File: src/rtl/inst_fetch.sv
// Instruction fetch with one outstanding memory request and a 2-entry {pc, inst} queue to decode.
// Defining IF_PERF_EN adds perf_inst_cnt, the number of instructions handed to decode.
module inst_fetch #(
  parameter logic [31:0] RESET_PC = 32'h0000_0000
) (
  input  logic        clk,
  input  logic        rst_n,
  output logic        im_req,
  output logic [31:0] im_addr,
  input  logic        im_ack,
  input  logic [31:0] im_rdata,
  input  logic        redirect,
  input  logic [31:0] redirect_pc,
  input  logic        id_ready,
  output logic        id_valid,
  output logic [31:0] id_inst,
  output logic [31:0] id_pc,
  output logic [6:0]  OP
`ifdef IF_PERF_EN
  ,
  output logic [31:0] perf_inst_cnt
`endif
);

  typedef enum logic [1:0] {
    IDLE  = 2'd0,
    FETCH = 2'd1,
    DROP  = 2'd2
  } fetchState_t;

  fetchState_t stateQ, stateD;
  logic [31:0] pcQ;
  logic [31:0] dropAddrQ;
  logic [1:0]  count;
  logic [1:0]  countAfterPop;
  logic        rdPtr, wrPtr;
  logic [31:0] memPc   [2];
  logic [31:0] memInst [2];
  logic        push, pop;

  // Redirect squashes both queue operations in its cycle.
  assign pop           = id_valid & id_ready & ~redirect;
  assign push          = (stateQ == FETCH) & im_ack & ~redirect;
  assign countAfterPop = count - {1'b0, pop};

  always_comb begin
    stateD = stateQ;
    case (stateQ)
      IDLE: begin
        if (redirect || countAfterPop != 2'd2) stateD = FETCH;
      end
      FETCH: begin
        if (redirect)                             stateD = im_ack ? FETCH : DROP;
        else if (im_ack && countAfterPop != 2'd0) stateD = IDLE;
      end
      DROP: begin
        if (im_ack) stateD = FETCH;
      end
      default: stateD = IDLE;
    endcase
  end

  // NOTE: sequential state uses non-blocking assignments so every register samples pre-edge values.
  always_ff @(posedge clk or negedge rst_n) begin
    if (!rst_n) begin
      stateQ    <= IDLE;
      pcQ       <= RESET_PC;
      dropAddrQ <= RESET_PC;
    end else begin
      stateQ <= stateD;
      if (redirect)  pcQ <= redirect_pc;
      else if (push) pcQ <= pcQ + 32'd4;
      // The abandoned request must keep its address on the bus until memory acks it.
      if (stateQ == FETCH && redirect && !im_ack) dropAddrQ <= pcQ;
    end
  end

  always_ff @(posedge clk or negedge rst_n) begin
    if (!rst_n) begin
      count <= 2'd0;
      rdPtr <= 1'b0;
      wrPtr <= 1'b0;
    end else if (redirect) begin
      count <= 2'd0;
      rdPtr <= 1'b0;
      wrPtr <= 1'b0;
    end else begin
      if (push) wrPtr <= ~wrPtr;
      if (pop)  rdPtr <= ~rdPtr;
      count <= countAfterPop + {1'b0, push};
    end
  end

  // NOTE: queue storage is not reset; the outputs are gated by id_valid so stale contents never leak.
  always_ff @(posedge clk) begin
    if (push) begin
      memPc[wrPtr]   <= pcQ;
      memInst[wrPtr] <= im_rdata;
    end
  end

  assign im_req   = (stateQ != IDLE);
  assign im_addr  = (stateQ == DROP) ? dropAddrQ : pcQ;
  assign id_valid = (count != 2'd0);
  assign id_inst  = id_valid ? memInst[rdPtr] : 32'd0;
  assign id_pc    = id_valid ? memPc[rdPtr]   : 32'd0;
  assign OP       = id_inst[6:0];

`ifdef IF_PERF_EN
  logic [31:0] perfCntQ;

  always_ff @(posedge clk or negedge rst_n) begin
    if (!rst_n)   perfCntQ <= 32'd0;
    else if (pop) perfCntQ <= perfCntQ + 32'd1;
  end

  assign perf_inst_cnt = perfCntQ;
`endif

endmodule
File: config.mk
export PLATFORM = sky130hd
export DESIGN_NAME = inst_fetch
export DESIGN_NICKNAME = d
export VERILOG_FILES = /design/src/rtl/inst_fetch.sv
export SDC_FILE = /design/constraint.sdc
export NUM_CORES = 1
export LEC_CHECK = 0
export ABC_CLOCK_PERIOD_IN_PS = 6700
export CORE_MARGIN = 2
export CORE_UTILIZATION = 50
export DETAILED_ROUTE_END_ITERATION = 12
export GPL_TIMING_DRIVEN = 0
export PLACE_DENSITY = 0.85
export SLEW_MARGIN = 30
export SYNTH_ARGS = -nofsm -noshare
export SYNTH_HDL_FRONTEND = slang
export SYNTH_SLANG_ARGS = --single-unit
File: constraint.sdc
create_clock -name clk -period 6.7 [get_ports clk]
set_input_delay 0.67 -clock clk [delete_from_list [all_inputs] [get_ports clk]]
set_output_delay 0.67 -clock clk [all_outputs]
set_load 0.03 [all_outputs]
After elaboration in Yosys (flattened, before gate mapping)
Memory sizes are Yosys's and may differ from the RTL's.
Index checks and enable logic that the tools add are counted.
{"block": "totals", "reg_bits": 70, "out_inout_bits": 105, "n_memories": 2, "wordCells": 54, "ramBits": 128, "inputBits": 69}
{"memory": "memInst", "depth": 2, "width": 32, "rd": 1, "rd_clocked_by_memory_dff": 0, "write_ports": 1, "line_no": "38", "rtl": "logic [31:0] memInst [2];"}
{"memory": "memPc", "depth": 2, "width": 32, "rd": 1, "rd_clocked_by_memory_dff": 0, "write_ports": 1, "line_no": "37", "rtl": "logic [31:0] memPc [2];"}
{"block": "classes", "n_eq_ne": 6, "n_addsub": 3, "bitwise": 7, "n_mux": 18, "n_reduce_logical": 12}
{"operator": "$mux W32", "count": 5}
{"operator": "$add A32 B3 Y32 const B", "count": 1}
{"operator": "$mux W2", "count": 6}
{"operator": "$reduce_bool A2 Y1", "count": 5}
{"operator": "$mux W1", "count": 6}
{"operator": "$ne A2 B2 Y1 const B", "count": 3}
{"operator": "$pmux W2 S3", "count": 1}
{"operator": "$and A1 B1 Y1", "count": 4}
{"operator": "$logic_and A1 B1 Y1", "count": 3}
{"operator": "$ne A3 B3 Y1 const B", "count": 1}
{"operator": "$not A1 Y1", "count": 3}
{"operator": "$reduce_and A3 Y1", "count": 1}
{"operator": "$add A2 B1 Y2", "count": 1}
{"operator": "$eq A2 B1 Y1 const B", "count": 1}
{"operator": "$eq A2 B2 Y1 const B", "count": 1}
{"operator": "$logic_not A2 Y1", "count": 1}
{"operator": "$sub A2 B1 Y2", "count": 1}
{"operator": "$logic_not A1 Y1", "count": 1}
{"operator": "$logic_or A1 B1 Y1", "count": 1}

Logic depth before layout (Yosys ltp)
{"block": "logic_depth", "depth_word": 9, "mapped_depth": 9, "ltp_nobuf": 9}

Least setup slack after synthesis
Ideal clock, no wire load.
{"block": "synth_path", "path_type": "in2reg", "start": "in redirect", "end": "mem memInst[0][0], enable pin", "arrival_time_ps": 5467, "setup_slack_ps": 668, "required_time_ps": 6135, "cell_stages": 3, "n_path_buf": 2, "cell_sequence": "clkbuf_1 > buf_1 > nor3_1"}
{"block": "synth_via", "elab_chain_len": 4}
{"item": "start, declared", "line_no": "12", "rtl": "input logic redirect,"}
{"item": "$not A1 Y1", "line_no": "43", "rtl": "assign push = (stateQ == FETCH) & im_ack & ~redirect;"}
{"item": "$and A1 B1 Y1", "line_no": "43"}
{"item": "$mux W1", "line_no": "96", "rtl": "if (push) begin"}
{"item": "$mux W1 (implied by the code)", "line_no": "98", "rtl": "memInst[wrPtr] <= im_rdata;"}
{"item": "end, declared", "line_no": "38"}
No other way between the ends.

Worst setup path after layout
{"block": "layout_path", "start": "reg stateQ[1]", "end": "out im_addr[30]"}
{"block": "layout_via", "elab_chain_len": 2}
{"item": "start, declared", "line_no": "31", "rtl": "fetchState_t stateQ, stateD;"}
{"item": "start signal, assigned", "line_no": "70", "rtl": "stateQ <= stateD;"}
{"item": "$eq A2 B2 Y1", "line_no": "103", "rtl": "assign im_addr = (stateQ == DROP) ? dropAddrQ : pcQ;"}
{"item": "$mux W32", "line_no": "103"}
{"item": "end, declared", "line_no": "9", "rtl": "output logic [31:0] im_addr,"}
No other way between the ends.

==> run_results.csv <==
group,metric,value,unit
outcome,outcome,"complete, no violations",
clock_tree,clock_latency,430,ps
clock_tree,cts_max_level,4,
final_layout,antennaDiodeCount,0,
pwr,peakVddDrop,0.200,mV
sta,hold_violations,0,
worst_setup_path,reg2reg_to,"dropAddrQ[14]$_DFFE_PN0P_",
global_route,grt_usage,0.223,
clock_tree,clk_path_buf_depth,2,
yosys,ys_warn_count,0,
worst_hold_path,min_path_type,"input port to async pin",
worst_setup_path,r2r_cells,4,
clock_tree,cts_setup_buffers,0,
worst_setup_path,arrival,3470,ps
die,die_h,135,um
drt,vias,5987,
worst_setup_path,slowest_delay,610,ps
sta,fin_crit_sh,0.618,
drt,vias_per_cell,5.52,
worst_setup_path,required,6030,ps
yosys,synthesis.nets,715,
worst_setup_path,critPathBufInv,4,
clock_tree,cts_sinks,198,
yosys,ys_types,47,
worst_setup_path,worst_path_max_delay_cell,"buf_1",
global_route,antenna_found_initial,0,
global_route,grt_pass1_wl,30.6,mm
yosys,syn-instance-count,643,
sta,fin_crit,4140,ps
sta,setup-tns-final,0,ps
worst_setup_path,crit_top_cell,"buf_1",
run,drv_cap,0,
global_route,gr-total-overflow,0,
global_route,grt_pass1_vias,5774,
yosys,ys_top_cells_by_area,"edfxtp_1 (44%), dfrtp_1 (20%), mux2_2 (7.9%), mux2i_1 (7.5%), nor2_1 (3.8%)",
final_layout,nFillCells,1265,
worst_setup_path,crit_family,"buffers and inverters",
sta,setup_violations,0,
worst_setup_path,critical_path_class,"flop to primary output",
pwr,leakage,4.00,nW
worst_setup_path,path_cells,"clkbuf_1 > nor2b_1 > buf_1 > buf_1 > mux2_2 > clkdlybuf4s50_1",
worst_setup_path,cp.depth,6,
die,initial_core_util,0.505,
yosys,yosysSeqAreaShare,0.647,
final_layout,stdcell_count,1084,
yosys,synth.top_cell.area_share,0.445,
clock_tree,cts_tree,"built",
die,io_pins,174,
place,placed_cells,1052,
drt,route.detailed.drc,0,
sta,skew,10.3,ps
clock_tree,cts.reportedPaths.clkPinSlew,70,ps
die,coreArea,0.0171,sq mm
clock_tree,cts_resized,0,
final_layout,layout.nets,918,
global_route,grt_max_degree,49,
drt,ant_nets,0,
place,io_buffer_count,173,
drt,drt_iter0_drc,378,
worst_setup_path,cp-end-kind,"primary output",
drt,avgRoutedWirePerCell,18.5,um
worst_setup_path,r2r_slack,4360,ps
worst_setup_path,critPathMaxFanout,10,
worst_setup_path,cp-startpoint,"stateQ[1]$_DFFE_PN0P_",
sta,worstMarginPinSlew,828,ps
clock_tree,ctsHoldBuffers,0,
yosys,synth_top_area_cell,"edfxtp_1",
sta,maxSlewHeadroom,0.444,
sta,fmax,0.242,GHz
die,die_area,0.0184,sq mm
final_layout,drive_above_1_share,0.144,
pwr,powerDensity,365,mW/mm^2
sta,rsz0062_at_grt,"no",
drt,first_pass_iters,5,
yosys,syn_avg_cell_area,13.4,sq um
yosys,synth_area,0.00864,sq mm
place,gp_congestion,0.877,
final_layout,layout-area-overhead-vs-synth,32.2,%
place,dp_hpwl,14.1,mm
worst_setup_path,timing.critical_path.to,"im_addr[30]",
drt,finalWirelength,20.1,mm
worst_setup_path,r2r-start,"stateQ[1]$_DFFE_PN0P_",
die,die_width,135,um
sta,slew_violations,0,
clock_tree,cts_buffers,17,
die,core.rowCount,48,
yosys,ys_seq_elements,198,
worst_setup_path,cp-start-kind,"flop",
clock_tree,cts_root_buf,"clkbuf_16",
## metal layers
layer	track usage	routed length, um	vias up	share of wire
met5	0	0	-	0
met4	0.0752	283	0	0.014
met2	0.373	9840	256	0.49
met1	0.288	8370	2938	0.42
li1	-	-	2772	-
met3	0.0516	1610	21	0.080
## worst reg2reg max path: stages, from the launching register on
cell and delay, ps:
dfrtp_1 360, clkbuf_1 180, nor3_1 720, clkbuf_1 550, mux2_2 420
## kinds of logic after synthesis
family	Yosys count	synth area share
flip-flops	198	0.647
AND/OR/NAND/NOR	190	0.108
multiplexers	126	0.155
AO/OA/AOI/OAI	56	0.0411
buffers and inverters	54	0.0281
XOR/XNOR	16	0.0162
adder cells (fa/ha/maj)	3	0.00434
## cell usage in the layout, fill, tap and decap left out, types with 11 or more instances in the layout
cell             count
clkdlybuf4s50_1    172
nor2_1              87
o21ai_0             20
nand2_1             30
nand3_1             12
a31oi_1             13
xnor2_1             11
buf_4               15
mux2i_1             65
edfxtp_1           128
clkbuf_1            25
clkbuf_16           17
dfrtp_1             70
mux2_2              61
## where the power goes
| part | switching [W] | internal, W | leakage, nW |
|---|---|---|---|
| clock | 0.000465 | 0.000637 | 0.306 |
| combinational | 0.000815 | 0.000624 | 1.70 |
| sequential | 0.000111 | 0.00151 | 1.99 |
| total | 0.00139 | 0.00277 | 4.00 |
## Yosys cell counts, drive strengths merged
master	instances
a2111oi	1
a21o	1
a21oi	4
a22oi	1
a311o	1
a31oi	13
a41oi	1
and2	2
and3	2
and3b	1
and4	1
and4b	2
buf	20
clkbuf	24
dfrtp	70
edfxtp	128
ha	3
inv	10
mux2	61
mux2i	65
nand2	30
nand2b	4
nand3	12
nand3b	2
nand4	11
nand4b	3
nand4bb	1
nor2	87
nor2b	4
nor3	7
nor3b	1
nor4	8
o21ai	20
o31a	1
o31ai	9
o41ai	4
or2	1
or3	2
or3b	2
or4	7
xnor2	11
xor2	5
## sequential cells by signal, summed over array words and instances, names as in the netlist
signal / count
count: 2
dropAddrQ: 32
memInst: 64
memPc: 64
pcQ: 32
rdPtr: 1
stateQ: 2
wrPtr: 1
## cell type report
cell class	count	area (sq um)	share of cell area
Buffer	44	205	0.0180
Clock buffer	18	429	0.0376
Clock inverter	14	210	0.0184
Inverter	10	37.5	0.00329
Multi-Input combinational cell	391	2820	0.246
Sequential cell	198	5600	0.490
Tap cell	225	282	0.0246
Timing Repair Buffer	184	1850	0.162
## stage by stage
step                setup slack, ps  power [W]  utilization  instance area, sq um  hold slack [ps]
global route                   2390    0.00433        0.668                 11400              143
floorplan                       668    0.00252            -                  8640              374
detailed placement             3070    0.00309        0.630                 10800              456
CTS                            2550    0.00419        0.668                 11400              127
global placement              -2640    0.00305        0.623                 10700              447
finish                         2560    0.00417        0.668                 11400              132
## worst min path at each step
stage | startpoint | to | slack, ps | cells past startpoint
floorplan | rst_n | count[0]$_DFF_PN0_ | 370 | 0
finish | rst_n | dropAddrQ[17]$_DFFE_PN0P_ | 130 | 1
CTS | rst_n | dropAddrQ[17]$_DFFE_PN0P_ | 130 | 1
global placement | pcQ[4]$_DFFE_PN0N_ | memPc[0][4]$_DFFE_PP_ | 450 | 0
detailed placement | pcQ[4]$_DFFE_PN0N_ | memPc[0][4]$_DFFE_PP_ | 460 | 0
global route | rst_n | pcQ[14]$_DFFE_PN0N_ | 140 | 1
(Power assumes the default switching activity.)
